File: config.mk
export PLATFORM = sky130hd
export DESIGN_NAME = pipeline_hazard_ctrl_flat
export DESIGN_NICKNAME = d
export VERILOG_FILES = /design/src/rtl/pipeline_hazard_ctrl_if.sv /design/src/rtl/pipeline_hazard_ctrl.sv /design/src/flat_wrapper.sv
export SDC_FILE = /design/constraint.sdc
export NUM_CORES = 1
export LEC_CHECK = 0
export ABC_AREA = 0
export BUFFER_PORTS_ARGS = -buffer_cell sky130_fd_sc_hd__buf_4
export CAP_MARGIN = 20
export CORE_AREA = 3 3 40 42
export CTS_BUF_LIST = sky130_fd_sc_hd__clkbuf_4
export DETAILED_ROUTE_END_ITERATION = 8
export DIE_AREA = 0 0 43 45
export PLACE_DENSITY = 0.56
export REMOVE_ABC_BUFFERS = 1
export SLEW_MARGIN = 20
export SYNTH_ARGS = -nofsm -noshare
export SYNTH_HDL_FRONTEND = slang
export SYNTH_SLANG_ARGS = --single-unit
File: constraint.sdc
create_clock -name clk_i -period 1.14 [get_ports clk_i]
set_input_delay 0.114 -clock clk_i [delete_from_list [all_inputs] [get_ports clk_i]]
set_output_delay 0.114 -clock clk_i [all_outputs]
set_load 0.02 [all_outputs]
File: src/rtl/pipeline_hazard_ctrl_if.sv
// Pipeline hazard controller signal bundle: hazard-detection inputs and pipeline control outputs.
// The slave modport is the controller; the master modport is the pipeline datapath driving it.
interface pipeline_hazard_ctrl_if;
   logic       start_i;
   logic       idex_memread_i;
   logic [4:0] idex_rd_i;
   logic [4:0] ifid_rs1_i;
   logic [4:0] ifid_rs2_i;
   logic       branch_taken_i;
   logic       dmem_req_i;
   logic       dmem_ack_i;
   logic       pc_write_o;
   logic       ifid_write_o;
   logic       ifid_flush_o;
   logic       idex_bubble_o;
   logic       pipe_stall_o;
   logic       dmem_start_o;
   logic [1:0] state_o;

   modport slave (
      input  start_i, idex_memread_i, idex_rd_i, ifid_rs1_i, ifid_rs2_i,
             branch_taken_i, dmem_req_i, dmem_ack_i,
      output pc_write_o, ifid_write_o, ifid_flush_o, idex_bubble_o,
             pipe_stall_o, dmem_start_o, state_o
   );

   modport master (
      output start_i, idex_memread_i, idex_rd_i, ifid_rs1_i, ifid_rs2_i,
             branch_taken_i, dmem_req_i, dmem_ack_i,
      input  pc_write_o, ifid_write_o, ifid_flush_o, idex_bubble_o,
             pipe_stall_o, dmem_start_o, state_o
   );
endinterface

File: src/rtl/pipeline_hazard_ctrl.sv
// Pipeline hazard controller: IDLE/RUN/MEM_WAIT FSM with load-use stall and branch flush.
// Define HAZARD_PERF_CNT_EN to add saturating stall/flush performance counters.
module pipeline_hazard_ctrl (
   input  logic                 clk_i,
   input  logic                 rst_i,
`ifdef HAZARD_PERF_CNT_EN
   output logic [31:0]          stall_cnt_o,
   output logic [15:0]          flush_cnt_o,
`endif
   pipeline_hazard_ctrl_if.slave bus
);

   typedef enum logic [1:0] {
      IDLE     = 2'b00,
      RUN      = 2'b01,
      MEM_WAIT = 2'b10
   } state_e;

   state_e state_q, state_d;

   logic load_use;
   logic pc_write;
   logic ifid_write;
   logic ifid_flush;
   logic idex_bubble;
   logic pipe_stall;
   logic dmem_start;

   assign load_use = bus.idex_memread_i && (bus.idex_rd_i != 5'd0) &&
                     ((bus.idex_rd_i == bus.ifid_rs1_i) || (bus.idex_rd_i == bus.ifid_rs2_i));

   always_ff @(posedge clk_i or negedge rst_i) begin
      if (!rst_i) begin
         state_q <= IDLE;
      end else begin
         state_q <= state_d;
      end
   end

   always_comb begin
      state_d     = state_q;
      pc_write    = 1'b0;
      ifid_write  = 1'b0;
      ifid_flush  = 1'b0;
      idex_bubble = 1'b0;
      pipe_stall  = 1'b1;
      dmem_start  = 1'b0;
      case (state_q)
         IDLE: begin
            if (bus.start_i) state_d = RUN;
         end
         RUN: begin
            pc_write   = 1'b1;
            ifid_write = 1'b1;
            pipe_stall = 1'b0;
            // A memory request outranks the hazard: the pipeline freezes in MEM_WAIT and
            // re-presents the hazard afterwards, so no bubble is inserted here.
            if (bus.dmem_req_i) begin
               dmem_start = 1'b1;
               state_d    = MEM_WAIT;
            end else begin
               if (!bus.start_i) state_d = IDLE;
               if (load_use) begin
                  pc_write    = 1'b0;
                  ifid_write  = 1'b0;
                  idex_bubble = 1'b1;
               end else if (bus.branch_taken_i) begin
                  ifid_flush = 1'b1;
               end
            end
         end
         MEM_WAIT: begin
            if (bus.dmem_ack_i) state_d = bus.start_i ? RUN : IDLE;
         end
         default: state_d = IDLE;
      endcase
   end

   assign bus.pc_write_o    = pc_write;
   assign bus.ifid_write_o  = ifid_write;
   assign bus.ifid_flush_o  = ifid_flush;
   assign bus.idex_bubble_o = idex_bubble;
   assign bus.pipe_stall_o  = pipe_stall;
   assign bus.dmem_start_o  = dmem_start;
   assign bus.state_o       = state_q;

`ifdef HAZARD_PERF_CNT_EN
   logic [31:0] stall_cnt_q;
   logic [15:0] flush_cnt_q;

   always_ff @(posedge clk_i or negedge rst_i) begin
      if (!rst_i) begin
         stall_cnt_q <= '0;
         flush_cnt_q <= '0;
      end else begin
         if ((state_q != IDLE) && !pc_write && (stall_cnt_q != '1))
            stall_cnt_q <= stall_cnt_q + 32'd1;
         if (ifid_flush && (flush_cnt_q != '1))
            flush_cnt_q <= flush_cnt_q + 16'd1;
      end
   end

   assign stall_cnt_o = stall_cnt_q;
   assign flush_cnt_o = flush_cnt_q;
`endif

endmodule

File: src/flat_wrapper.sv
// flat-port wrapper written by rule: the top's interface ports become plain ports
module pipeline_hazard_ctrl_flat 
  (clk_i, rst_i, bus_start_i, bus_idex_memread_i, bus_idex_rd_i, bus_ifid_rs1_i, bus_ifid_rs2_i, bus_branch_taken_i, bus_dmem_req_i, bus_dmem_ack_i, bus_pc_write_o, bus_ifid_write_o, bus_ifid_flush_o, bus_idex_bubble_o, bus_pipe_stall_o, bus_dmem_start_o, bus_state_o);
  pipeline_hazard_ctrl_if bus_i ();
  input  logic clk_i;
  input  logic rst_i;
  input wire logic [$bits(bus_i.start_i)-1:0] bus_start_i;
  input wire logic [$bits(bus_i.idex_memread_i)-1:0] bus_idex_memread_i;
  input wire logic [$bits(bus_i.idex_rd_i)-1:0] bus_idex_rd_i;
  input wire logic [$bits(bus_i.ifid_rs1_i)-1:0] bus_ifid_rs1_i;
  input wire logic [$bits(bus_i.ifid_rs2_i)-1:0] bus_ifid_rs2_i;
  input wire logic [$bits(bus_i.branch_taken_i)-1:0] bus_branch_taken_i;
  input wire logic [$bits(bus_i.dmem_req_i)-1:0] bus_dmem_req_i;
  input wire logic [$bits(bus_i.dmem_ack_i)-1:0] bus_dmem_ack_i;
  output wire logic [$bits(bus_i.pc_write_o)-1:0] bus_pc_write_o;
  output wire logic [$bits(bus_i.ifid_write_o)-1:0] bus_ifid_write_o;
  output wire logic [$bits(bus_i.ifid_flush_o)-1:0] bus_ifid_flush_o;
  output wire logic [$bits(bus_i.idex_bubble_o)-1:0] bus_idex_bubble_o;
  output wire logic [$bits(bus_i.pipe_stall_o)-1:0] bus_pipe_stall_o;
  output wire logic [$bits(bus_i.dmem_start_o)-1:0] bus_dmem_start_o;
  output wire logic [$bits(bus_i.state_o)-1:0] bus_state_o;
  assign bus_i.start_i = bus_start_i;
  assign bus_i.idex_memread_i = bus_idex_memread_i;
  assign bus_i.idex_rd_i = bus_idex_rd_i;
  assign bus_i.ifid_rs1_i = bus_ifid_rs1_i;
  assign bus_i.ifid_rs2_i = bus_ifid_rs2_i;
  assign bus_i.branch_taken_i = bus_branch_taken_i;
  assign bus_i.dmem_req_i = bus_dmem_req_i;
  assign bus_i.dmem_ack_i = bus_dmem_ack_i;
  assign bus_pc_write_o = bus_i.pc_write_o;
  assign bus_ifid_write_o = bus_i.ifid_write_o;
  assign bus_ifid_flush_o = bus_i.ifid_flush_o;
  assign bus_idex_bubble_o = bus_i.idex_bubble_o;
  assign bus_pipe_stall_o = bus_i.pipe_stall_o;
  assign bus_dmem_start_o = bus_i.dmem_start_o;
  assign bus_state_o = bus_i.state_o;
  pipeline_hazard_ctrl u_core (.clk_i(clk_i), .rst_i(rst_i), .bus(bus_i));
endmodule
### Yosys cells after proc, flatten, opt, wreduce, memory -nomap -nowiden

Index checks and enable logic that the tools add are counted.
Widths: inputs -> output; s select.

* flip-flop bits (word level): 2

* equality and inequality tests: 7
* reductions and logical operators: 6
* mux-type cells: 19

Operator list (number)
* $mux 1: 14
* $eq 5x5->1: 2
* $mux 2: 4
* $pmux 2 s3: 1
* $reduce_bool 5->1: 1
* $ne 2x2->1 const B: 2
* $ne 3x3->1 const B: 1
* $reduce_and 3->1: 1
* $eq 2x1->1 const B: 1
* $eq 2x2->1 const B: 1
* $logic_and 1x1->1: 2
* $logic_not 2->1: 1
* $logic_or 1x1->1: 1

### Longest topological paths before layout

* word-level depth: 6
* mapped depth: 5
* depth with buffers taken out: 4

### Worst setup path after synthesis

OpenSTA, ideal clock, no wires.

* path type: input to output
* from: input bus_idex_rd_i[0]
* to: output bus_pc_write_o
* cell stages on the path: 5
* data arrival time: 1.477 ns
* slack: -0.451 ns
* cell sequence: or4_1 > o21ai_1 > inv_1 > a31oi_1 > buf_4

* longest elaborated chain between the ends: 6

Ends and longest elaborated chain
* start, declared: RTL line flat_wrapper.sv:9 `input wire logic [$bits(bus_i.idex_rd_i)-1:0] bus_idex_rd_i;`
* $eq 5x5->1 / $reduce_bool 5->1 (equally long branches): RTL line pipeline_hazard_ctrl.sv:30, pipeline_hazard_ctrl.sv:29
* $logic_or 1x1->1 / $logic_and 1x1->1 (equally long branches): RTL line pipeline_hazard_ctrl.sv:30, pipeline_hazard_ctrl.sv:29
* $logic_and 1x1->1 *: RTL line pipeline_hazard_ctrl.sv:29 `assign load_use = bus.idex_memread_i && (bus.idex_rd_i != 5'd0) &&`
* $mux 1 * (3 in a row)
* end, declared: RTL line flat_wrapper.sv:15 `output wire logic [$bits(bus_i.pc_write_o)-1:0] bus_pc_write_o;`

Every way passes the cells marked *; elsewhere a longest branch is shown, timed or not.

### Worst setup path after layout

* from: input bus_idex_rd_i[4]
* to: output bus_idex_bubble_o

* longest elaborated chain between the ends: 6

Ends and longest elaborated chain
* $eq 5x5->1 / $reduce_bool 5->1 (equally long branches): RTL line pipeline_hazard_ctrl.sv:30, pipeline_hazard_ctrl.sv:29
* $logic_or 1x1->1 / $logic_and 1x1->1 (equally long branches): RTL line pipeline_hazard_ctrl.sv:30, pipeline_hazard_ctrl.sv:29
* $logic_and 1x1->1 *: RTL line pipeline_hazard_ctrl.sv:29
* $mux 1 *: RTL line pipeline_hazard_ctrl.sv:63 `if (load_use) begin`
* $mux 1 *: RTL line pipeline_hazard_ctrl.sv:58 `if (bus.dmem_req_i) begin`
* $mux 1 *: RTL line pipeline_hazard_ctrl.sv:48 `case (state_q)`
* end, declared: RTL line flat_wrapper.sv:18 `output wire logic [$bits(bus_i.idex_bubble_o)-1:0] bus_idex_bubble_o;`

Marks and branches as above.

==> reports/results.ini <==
[outcome]
status = finished, violations left
violations = setup timing

[floorplanning]
die_width_um = 43
rows = 13
die_area_um2 = 1940
pin_count = 30
initial_core_util = 0.198
core_area_um2 = 1280
dieHeight_um = 45

[global_routing]
grt_usage = 0.0874
grt_overflow = 0
grt_pass1_vias = 362
antenna_found_initial = 0
grt_pass1_wl_um = 1320
grt_start_max_net_pins = 5

[yosys]
synth_area_um2 = 254
ys_ff_latch = 2
synth_area_leader_cell = xnor2_1
ys_top_cells_by_area = xnor2_1, dfrtp_1, nand2_1
ys_seq_area_frac = 0.197
syn-mean-instance-area_um2 = 7.47
synthCells = 34
synth_top_area_frac = 0.345
synth_warnings = 0
synth_cell_types = 17

[placed_design]
dpl_worst_slack_ns = -0.342
placed_cell_area_um2 = 536
gp_congestion = 0.617
hpwl_um = 749
dp.cells = 84
port_buffers = 29

[detailed_routing]
drt_wl_total_um = 877
drc_errors = 0
avgViaCountPerCell = 4.06
drt_iter0_markers = 0
wl_per_cell_um = 9.85
ant_nets = 0
first_pass_iters = 1
vias = 361

[sta]
setup_ws_ns = -0.231
slew_headroom = 0.836
finalClockSkew_ns = 0.00132
holdWs_ns = 0.123
final.min_clock_period_ns = 1.37
tightest_slew_ns = 0.246
finalCritPeriodShare = 1.20
rsz0062_at_grt = true
max_freq_mhz = 729
finalSetupTns_ns = -0.990
drv_slew = 0
finalHoldViolations = 0
setup_viol = 5

[final_layout]
fin_util = 0.503
areaGrowthSynthToFinish_pct = 155
final_cell_count_no_fill = 89
finish.instance_area_um2 = 647
fillers = 127
largest_reg_flops = 2
nets = 98
drive_gt1_frac = 0.662
num_antenna_cells = 0

[clocking]
clkTransAtPathRegs_ns = 0.03
clockRootBuffer = clkbuf_4
cts_buffers = 3
clock_sinks = 2
cts-htree-levels = 1
cts.path.max_buffers = 2
cts_tree = done
clock_latency_ns = 0.22

[min_path]
hp-class = in -> reg

[flow_run]
drv_cap = 0

[setup_path]
path_class = in -> out
crit_path_start_kind = primary input
critPathCaptureType = primary output
crit_arrival_ns = 1.26
critPathMaxFanout = 3
required_ns = 1.03

[pwr]
finalPower_mw = 0.541
p_per_area_nw_per_um2 = 836
ir_drop_v = 0.000473
leakagePower_nw = 0.314

==> path summary, 6_finish.rpt <==
kind / from / endpoint / slack, ns / cells after the start
max: bus_idex_rd_i[4] / bus_idex_bubble_o / -0.23 / 6
min: bus_start_i / u_core.bus.state_o[0] / 0.12 / 2
max reg2reg: u_core.bus.state_o[1] / u_core.bus.state_o[1] / 0.21 / 4
min reg2reg: u_core.bus.state_o[1] / u_core.bus.state_o[1] / 0.68 / 3
max in group asynchronous: rst_i / u_core.bus.state_o[1] / 0.84 / 2
min in group asynchronous: rst_i / u_core.bus.state_o[0] / 0.22 / 2
==> cells by family after synthesis <==
| group | after synthesis | share of synthesized area |
|---|---|---|
| and+or+nand+nor | 12 | 0.232 |
| AOI/OAI and AO/OA | 7 | 0.168 |
| xor gates and xnor gates | 10 | 0.345 |
| DFF | 2 | 0.197 |
| buffers and inverters | 3 | 0.0591 |
==> area by class of cell <==
class | count | area [um^2] | share of cell area
well taps | 15 | 18.8 | 0.0290
inverters | 2 | 7.51 | 0.0116
multi-input cells | 29 | 234 | 0.362
repair buffers | 38 | 314 | 0.485
clock buffers | 3 | 22.5 | 0.0348
flip-flops and latches | 2 | 50.0 | 0.0774
==> layer usage <==
| layer | vias up | GRT usage | share of wire | wire length (um) |
|---|---|---|---|---|
| li1 | 193 | - | - | - |
| met1 | 153 | 0.118 | 0.43 | 375 |
| met2 | 15 | 0.135 | 0.49 | 426 |
| met3 | 0 | 0.0319 | 0.086 | 75 |
| met4 | 0 | 0.0181 | 0 | 0 |
| met5 | - | 0 | 0 | 0 |
==> critical path, cell delays in order <==
cell and delay, ns:
buf_6 0.09, or4_4 0.52, o21ai_2 0.15, inv_2 0.07, and3_1 0.17, buf_6 0.13
==> repair_timing <==
| action | in CTS | in global routing |
|---|---|---|
| endpoints found under the hold margin | 2 | 0 |
| pin swaps | 3 | 1 |
| gates cloned | 0 | 0 |
| buffers inserted | 0 | 1 |
| gates resized for setup | 8 | 9 |
| endpoints found under the setup margin | 6 | 6 |
| hold buffers | 1 | 0 |
==> where the power goes <==
part	internal, mW	total, mW	switching [mW]
Sequential	0.0797	0.0860	0.00634
Combinational	0.176	0.304	0.127
Clock	0.116	0.151	0.0356
Total	0.372	0.541	0.169
==> cells in the mapped netlist <==
master and count:
xnor2_1 10, inv_1 2, or4_1 1, nand2b_1 1
nor2b_1 1, o21ai_1 1, nand3_1 2, dfrtp_1 2
nand2_1 3, nor2_1 3, o22ai_1 1, buf_4 1
a31oi_1 1, o21a_1 1, a21oi_1 2, and3_1 1
a21o_1 1
==> cell usage in the layout (no fill, tap or decap) <==
cell type | synthesis | final
buf_4 | 1 | 30
xnor2_1 | 10 | 10
buf_6 | 0 | 7
nand2_1 | 3 | 3
clkbuf_4 | 0 | 3
nor2_2 | 0 | 2
nand3_1 | 2 | 2
dfrtp_1 | 2 | 2
inv_1 | 2 | 1
nand2b_4 | 0 | 1
o22ai_2 | 0 | 1
or4_4 | 0 | 1
o21ai_2 | 0 | 1
inv_2 | 0 | 1
and3_1 | 1 | 1
a21oi_2 | 0 | 1
a31oi_4 | 0 | 1
nor2b_1 | 1 | 1
a21oi_1 | 2 | 1
o21a_1 | 1 | 1
nor2_1 | 3 | 1
a21o_1 | 1 | 1
dlygate4sd3_1 | 0 | 1
(Power assumes the default switching activity.)
